$ cat config.mk
export PLATFORM = sky130hd
export DESIGN_NAME = mmio_responder
export DESIGN_NICKNAME = d
export VERILOG_FILES = /design/src/rtl/mmio_responder_pkg.sv /design/src/rtl/mmio_tx_hold.sv /design/src/rtl/mmio_responder.sv
export SDC_FILE = /design/constraint.sdc
export NUM_CORES = 1
export LEC_CHECK = 0
export ABC_CLOCK_PERIOD_IN_PS = 3010
export CAP_MARGIN = 20
export CORE_ASPECT_RATIO = 1.1
export CORE_MARGIN = 4
export CORE_UTILIZATION = 40
export CTS_CLUSTER_DIAMETER = 200
export DETAILED_ROUTE_END_ITERATION = 7
export GPL_TIMING_DRIVEN = 1
export PLACE_DENSITY = 0.7
export REMOVE_ABC_BUFFERS = 1
export SKIP_CTS_REPAIR_TIMING = 1
export SYNTH_ARGS = -nofsm -noshare
export SYNTH_HDL_FRONTEND = slang
export SYNTH_SLANG_ARGS = --single-unit
$ cat constraint.sdc
create_clock -name clk -period 3.01 [get_ports clk]
set_input_delay 0.602 -clock clk [delete_from_list [all_inputs] [get_ports clk]]
set_output_delay 0.602 -clock clk [all_outputs]
set_load 0.05 [all_outputs]
$ cat src/rtl/mmio_responder_pkg.sv
// Shared constants for the MMIO responder: window select, register offsets
// and STATUS bit positions.
package mmio_responder_pkg;

  localparam logic [3:0] MMIO_BASE = 4'h8;
  localparam int         CNT_W     = 32;

  localparam logic [27:0] MMIO_STATUS  = 28'h000_0000;
  localparam logic [27:0] MMIO_RX      = 28'h000_0004;
  localparam logic [27:0] MMIO_TX      = 28'h000_0008;
  localparam logic [27:0] MMIO_CYCLE   = 28'h000_0010;
  localparam logic [27:0] MMIO_INSTR   = 28'h000_0014;
  localparam logic [27:0] MMIO_CNT_RST = 28'h000_0018;

  localparam int STAT_TX_CAN_ACCEPT = 0;
  localparam int STAT_RX_VALID      = 1;

  // Word offset inside the MMIO window; the byte lane bits are ignored.
  function automatic logic [27:0] word_offset(input logic [31:0] addr);
    return addr[27:0] & 28'hFFF_FFFC;
  endfunction

endpackage

$ cat src/rtl/mmio_tx_hold.sv
// One-entry ready/valid holding register feeding the UART transmitter.
module mmio_tx_hold (
  input  logic       clk,
  input  logic       rst,
  input  logic       wr_en,
  input  logic [7:0] wr_data,
  input  logic       ready,
  output logic       valid,
  output logic [7:0] data,
  output logic       can_accept
);

  logic       full_q, full_d;
  logic [7:0] data_q, data_d;
  logic       drain;
  logic       accept;

  assign drain      = full_q & ready;
  assign can_accept = ~full_q | drain;
  assign accept     = wr_en & can_accept;

  // NOTE: every variable gets a default before any branch so no latch is inferred.
  always_comb begin
    full_d = full_q;
    data_d = data_q;
    if (accept) begin
      full_d = 1'b1;
      data_d = wr_data;
    end else if (drain) begin
      full_d = 1'b0;
    end
  end

  // NOTE: state registers use non-blocking assignments so all flops update together.
  always_ff @(posedge clk) begin
    if (rst) begin
      full_q <= 1'b0;
      data_q <= 8'h00;
    end else begin
      full_q <= full_d;
      data_q <= data_d;
    end
  end

  assign valid = full_q;
  assign data  = data_q;

endmodule

$ cat src/rtl/mmio_responder.sv
// MMIO responder on the data-memory port: UART tx/rx access, cycle and
// retired-instruction counters, load data returned one cycle after request.
module mmio_responder
  import mmio_responder_pkg::*;
(
  input  logic        clk,
  input  logic        rst,
  input  logic [31:0] addr,
  input  logic [31:0] wdata,
  input  logic        wen,
  input  logic        ren,
  input  logic        instr_retire,
  output logic [31:0] rdata,
  output logic [7:0]  uart_tx_data_in,
  output logic        uart_tx_data_in_valid,
  input  logic        uart_tx_data_in_ready,
  input  logic [7:0]  uart_rx_data_out,
  input  logic        uart_rx_data_out_valid,
  output logic        uart_rx_data_out_ready
);

  logic             sel;
  logic [27:0]      offset;
  logic             tx_wr;
  logic             cnt_clr;
  logic             tx_can_accept;
  logic [CNT_W-1:0] cycle_q, cycle_d;
  logic [CNT_W-1:0] instr_q, instr_d;
  logic [31:0]      rdata_q, rdata_d;
  logic [31:0]      status;

  assign sel     = (addr[31:28] == MMIO_BASE);
  assign offset  = word_offset(addr);
  assign tx_wr   = wen & sel & (offset == MMIO_TX);
  assign cnt_clr = wen & sel & (offset == MMIO_CNT_RST);

  assign uart_rx_data_out_ready = ren & sel & (offset == MMIO_RX) & uart_rx_data_out_valid;

  mmio_tx_hold u_tx_hold (
    .clk        (clk),
    .rst        (rst),
    .wr_en      (tx_wr),
    .wr_data    (wdata[7:0]),
    .ready      (uart_tx_data_in_ready),
    .valid      (uart_tx_data_in_valid),
    .data       (uart_tx_data_in),
    .can_accept (tx_can_accept)
  );

  // A counter clear wins over the increment issued in the same cycle.
  assign cycle_d = cnt_clr ? '0 : cycle_q + 1'b1;
  assign instr_d = cnt_clr ? '0 : instr_q + {{(CNT_W-1){1'b0}}, instr_retire};

  always_comb begin
    status                     = '0;
    status[STAT_TX_CAN_ACCEPT] = tx_can_accept;
    status[STAT_RX_VALID]      = uart_rx_data_out_valid;
  end

  always_comb begin
    rdata_d = rdata_q;
    if (ren && sel) begin
      unique case (offset)
        MMIO_STATUS: rdata_d = status;
        MMIO_RX:     rdata_d = uart_rx_data_out_valid ? {24'h0, uart_rx_data_out} : 32'h0;
        MMIO_CYCLE:  rdata_d = cycle_q;
        MMIO_INSTR:  rdata_d = instr_q;
        default:     rdata_d = 32'h0;
      endcase
    end
  end

  always_ff @(posedge clk) begin
    if (rst) begin
      cycle_q <= '0;
      instr_q <= '0;
      rdata_q <= '0;
    end else begin
      cycle_q <= cycle_d;
      instr_q <= instr_d;
      rdata_q <= rdata_d;
    end
  end

  assign rdata = rdata_q;

endmodule

Word-level counts from Yosys, hierarchy flattened
Index checks and enable logic that the tools add are counted.
Word-level totals
  register bits: 105
  input port bits: 79
  output and inout bits: 42
Cells by class
  $add $sub $neg: 2
  equality and inequality tests: 6
  multiplexer cells: 4
  bitwise gates (word level): 10
  reduce and logical (&&, ||, !) cells: 4
Operators by type and width (number)
  one-hot mux 32 bit (4 select lines): 1
  equality test 26 x 3 -> 1 bit (second input constant): 3
  adder 32 x 1 -> 32 bit: 1
  adder 32 x 1 -> 32 bit (second input constant): 1
  logical NOT 28 bit: 1
  equality test 26 x 1 -> 1 bit (second input constant): 1
  equality test 26 x 2 -> 1 bit (second input constant): 1
  AND 1 bit: 8
  two-way mux 8 bit: 1
  equality test 4 bit (second input constant): 1
  two-way mux 1 bit: 2
  nonzero test 2 bit: 1
  OR reduction 2 bit: 1
  logical AND 1 bit: 1
  inverter 1 bit: 1
  OR 1 bit: 1

Longest topological paths before layout
  depth in word-level cells: 5
  depth in mapped cells: 7
  gate-level depth less buffers: 6

By module
Synthesis repeated with hierarchy kept, for this count alone.
Unflattened totals
  cell total of the unflattened synthesis: 543
  area, all modules: 4855.9 um2
By module, submodules not included
  mmio_responder: instances 1, cells each 502, area each 4414.2 um2, sequential area each 1921.8 um2
  mmio_tx_hold: instances 1, cells each 41, area each 441.7 um2, sequential area each 180.2 um2

Worst setup path before layout
Ideal clock, no wire load.
  path type: input to output
  start point: input port addr[2]
  end point: output port uart_rx_data_out_ready
  arrival time: 2.029 ns
  path slack: 0.379 ns
  stages: 4
  buffers on the path: 3
  cell sequence: buf_2 -> buf_1 -> buf_1 -> and3_1
Between the ends
  word-level cells in the longest chain between the ends: 3
Ends and longest elaborated chain
  from (decl): line mmio_responder.sv:8  | input logic [31:0] addr,
  equality test 26 x 1 -> 1 bit: line mmio_responder.sv:37  | assign uart_rx_data_out_ready = ren & sel & (offset == MMIO_RX) & uart_rx_data_out_valid;
  AND 1 bit (2 in series): line mmio_responder.sv:37
  to (decl): line mmio_responder.sv:19  | output logic uart_rx_data_out_ready
Every way passes these cells.

Worst setup path in the final report
  start point: input port addr[21]
  end point: output port uart_rx_data_out_ready
The elaborated chain is that of the path after synthesis.

==> results.sh <==
export IMPL_outcome="finished, final reports clean"
export IMPL_drive_gt1_share_pct=10.25
export IMPL_internal_power_w=0.002238
export IMPL_slew_viol_final=0
export IMPL_worst_pin_slew_ns=0.5991
export IMPL_groute_layer_met1_usage_pct=23.63
export IMPL_place_ws_ns=0.05131
export IMPL_power_leakage_nw=2.130
export IMPL_grt_use_met2_pct=32.97
export IMPL_irDropWorstVdd_mv=0.2931
export IMPL_synth_area_leader_cell="dfxtp_1"
export IMPL_switchingPower_w=0.0005930
export IMPL_layout_setup_ws_ns=0.1664
export IMPL_netlist_top_cells_count="dfxtp_1, a21oi_1, nand4_1, nand2_1, nor2_1"
export IMPL_required_ns=2.41
export IMPL_multi_input_area_um2=2776
export IMPL_drv_cap=0
export IMPL_finalHoldViolations=0
export IMPL_worstPathMaxFanout=2
export IMPL_setup_viol=0
export IMPL_rsz0062_at_grt="no"
export IMPL_dp_cells=811
export IMPL_numCtsBuffers=9
export IMPL_coreArea_um2=12190
export IMPL_synth_area_leaders="dfxtp_1, a21oi_1, nand4_1"
export IMPL_fp_dieArea_um2=14520
export IMPL_fillers=1141
export IMPL_io_pins=121
export IMPL_synth_edf_count=0
export IMPL_clock_path_buffers=2
export IMPL_grtUsageTotal_pct=19.07
export IMPL_avgSynthCellArea_um2=8.622
export IMPL_totalWireLength_um=14000
export IMPL_first_pass_iters=5
export IMPL_row_count=42
export IMPL_grt_max_degree=40
export IMPL_insertion_delay_ns=0.34
export IMPL_insertedDiodeCount=0
export IMPL_endpoint_kind="primary output"
export IMPL_cts_tree="built"
export IMPL_p_clk_share_pct=44.7
export IMPL_fin_cells=827
export IMPL_overflow=0
export IMPL_total_power_w=0.002831
export IMPL_grt_pass1_vias=4688
export IMPL_vias=4826
export IMPL_synth_seq_cells=105
export IMPL_critical_path_class="in2out"
export IMPL_drc=0
export IMPL_cp_data_arrival_time_ns=2.24
export IMPL_design_area_um2=6546
export IMPL_cts_root_buf="clkbuf_16"
export IMPL_die_h_um=126.0
export IMPL_synthCells=587
export IMPL_synth_area_um2=5061
export IMPL_grt_pass1_wl_um=22720
export IMPL_finalCriticalPeriod_ns=2.844
export IMPL_async_reset_ff_share_pct=0
export IMPL_ctsHtreeMaxLevel=3
export IMPL_drtAntennaViolNets=0
export IMPL_wl_per_cell_um=16.92
export IMPL_synth_most_common_cell="dfxtp_1"
export IMPL_start_util_pct=41.51
export IMPL_yosysSeqAreaShare_pct=41.53
export IMPL_clkTransAtPathRegs_ns=0.07
export IMPL_dr_first_iter_drc_count=268
export IMPL_place_area_um2=6198
export IMPL_cts_num_sinks=105
export IMPL_die_w_um=115.3
export IMPL_max_freq_mhz=351.7
export IMPL_clock_skew_ns=0.006955
export IMPL_synth_warnings=0
export IMPL_antenna_found_initial=0
export IMPL_utilization_pct=53.69
export IMPL_port_buffers=94
export IMPL_finalCritPeriodShare_pct=94.47
export IMPL_grtUsageMet3_pct=2.927
export IMPL_relSlewSlack_pct=60.06
export IMPL_seq_area_um2=2102
export IMPL_comb_power_share_pct=5.7
export IMPL_vias_per_cell=5.836
export IMPL_critPathLaunchType="primary input"
export IMPL_syn_to_final_growth_pct=29.34
export IMPL_switching_share_pct=20.95
export IMPL_hold_path_class="reg2reg"
export IMPL_synth_distinct_cells=43
export IMPL_sequentialPowerShare_pct=49.5
export IMPL_dp_hpwl_um=9846
export IMPL_power_density_nw_per_um2=432.5
export IMPL_fin_nets=750
export IMPL_gp_congestion=0.8500
export IMPL_ys_flop_type="dfxtp_1"
export IMPL_netlist_area_leader_share_pct=41.53
export IMPL_grt_busiest_layer="met2"
==> registers in the layout, summed over array words and instances (netlist names) <==
signal / flops
cycle_q: 32
instr_q: 32
rdata: 32
u_tx_hold.data: 8
u_tx_hold.valid: 1
==> worst paths after layout <==
check,startpoint,endpoint,slack (ns),cells after the start
hold / removal,rdata[26]$_SDFFE_PP0P_,rdata[26]$_SDFFE_PP0P_,0.45,2
hold reg to reg,rdata[26]$_SDFFE_PP0P_,rdata[26]$_SDFFE_PP0P_,0.45,2
setup / recovery,addr[21],uart_rx_data_out_ready,0.17,6
setup reg to reg,instr_q[0]$_SDFF_PP0_,instr_q[16]$_SDFF_PP0_,0.78,7
==> cells in the final DEF (no fill, tap or decap), types with 2 or more instances in the layout <==
master,instances
bufinv_16,2
or3_1,13
nor2_1,34
nand2_1,50
o31ai_1,30
clkdlybuf4s50_1,93
mux2_2,24
clkbuf_1,2
a22oi_1,6
xnor2_1,9
mux2i_1,6
and3_1,9
nand4_1,51
and4_1,10
nor4_1,3
a21oi_1,69
dfxtp_1,105
a22o_1,10
buf_4,17
clkbuf_16,9
xor2_1,16
nor4_2,5
and2_1,5
nand3_1,22
o21ai_0,14
nor3_1,3
buf_12,3
ha_1,3
inv_1,9
or4_1,23
==> per-layer routing <==
layer	vias up	part of all wire [%]
li1	2369	-
met1	2324	42
met2	108	52
met3	25	3.2
met4	0	2.6
met5	-	0
==> power groups by stage <==
| stage | registers (W) | logic [W] | clock network [W] |
|---|---|---|---|
| floorplan | 0.00143 | 0.0000463 | 0 |
| global placement | 0.00143 | 0.000156 | 0 |
| detailed placement | 0.00143 | 0.000160 | 0 |
| CTS | 0.00140 | 0.000160 | 0.00128 |
| global route | 0.00140 | 0.000176 | 0.00134 |
| finish | 0.00140 | 0.000163 | 0.00127 |
==> cells by family after synthesis <==
logic type      share of synthesized area, %
mux                                    6.527
fa+ha+maj                             0.7417
compound gates                         16.02
simple gates                           26.72
buf+inv                                4.129
flops                                  41.53
xor+xnor                               4.326
==> critical path, stage by stage <==
cell and delay, ns:
clkdlybuf4s50_1 0.43, nor4_2 0.31, nand4_1 0.24, nor4_2 0.26, and3_1 0.25, buf_12 0.15
==> through the flow <==
step                      hold WS, ns  TNS (ns)
after floorplan                0.4418    -9.022
after global routing           0.4767         0
final                          0.4486         0
after global placement         0.4394         0
after detailed placement       0.4431         0
after CTS                      0.4527         0
==> cell type report <==
class | instances | share of cell area, %
Tap cell | 154 | 2.943
Clock buffer | 12 | 3.765
Sequential cell | 105 | 32.11
Multi-Input combinational cell | 430 | 42.41
Inverter | 9 | 0.5161
Clock inverter | 4 | 1.166
Timing Repair Buffer | 113 | 17.09
Power figures use the tool's default switching activity.
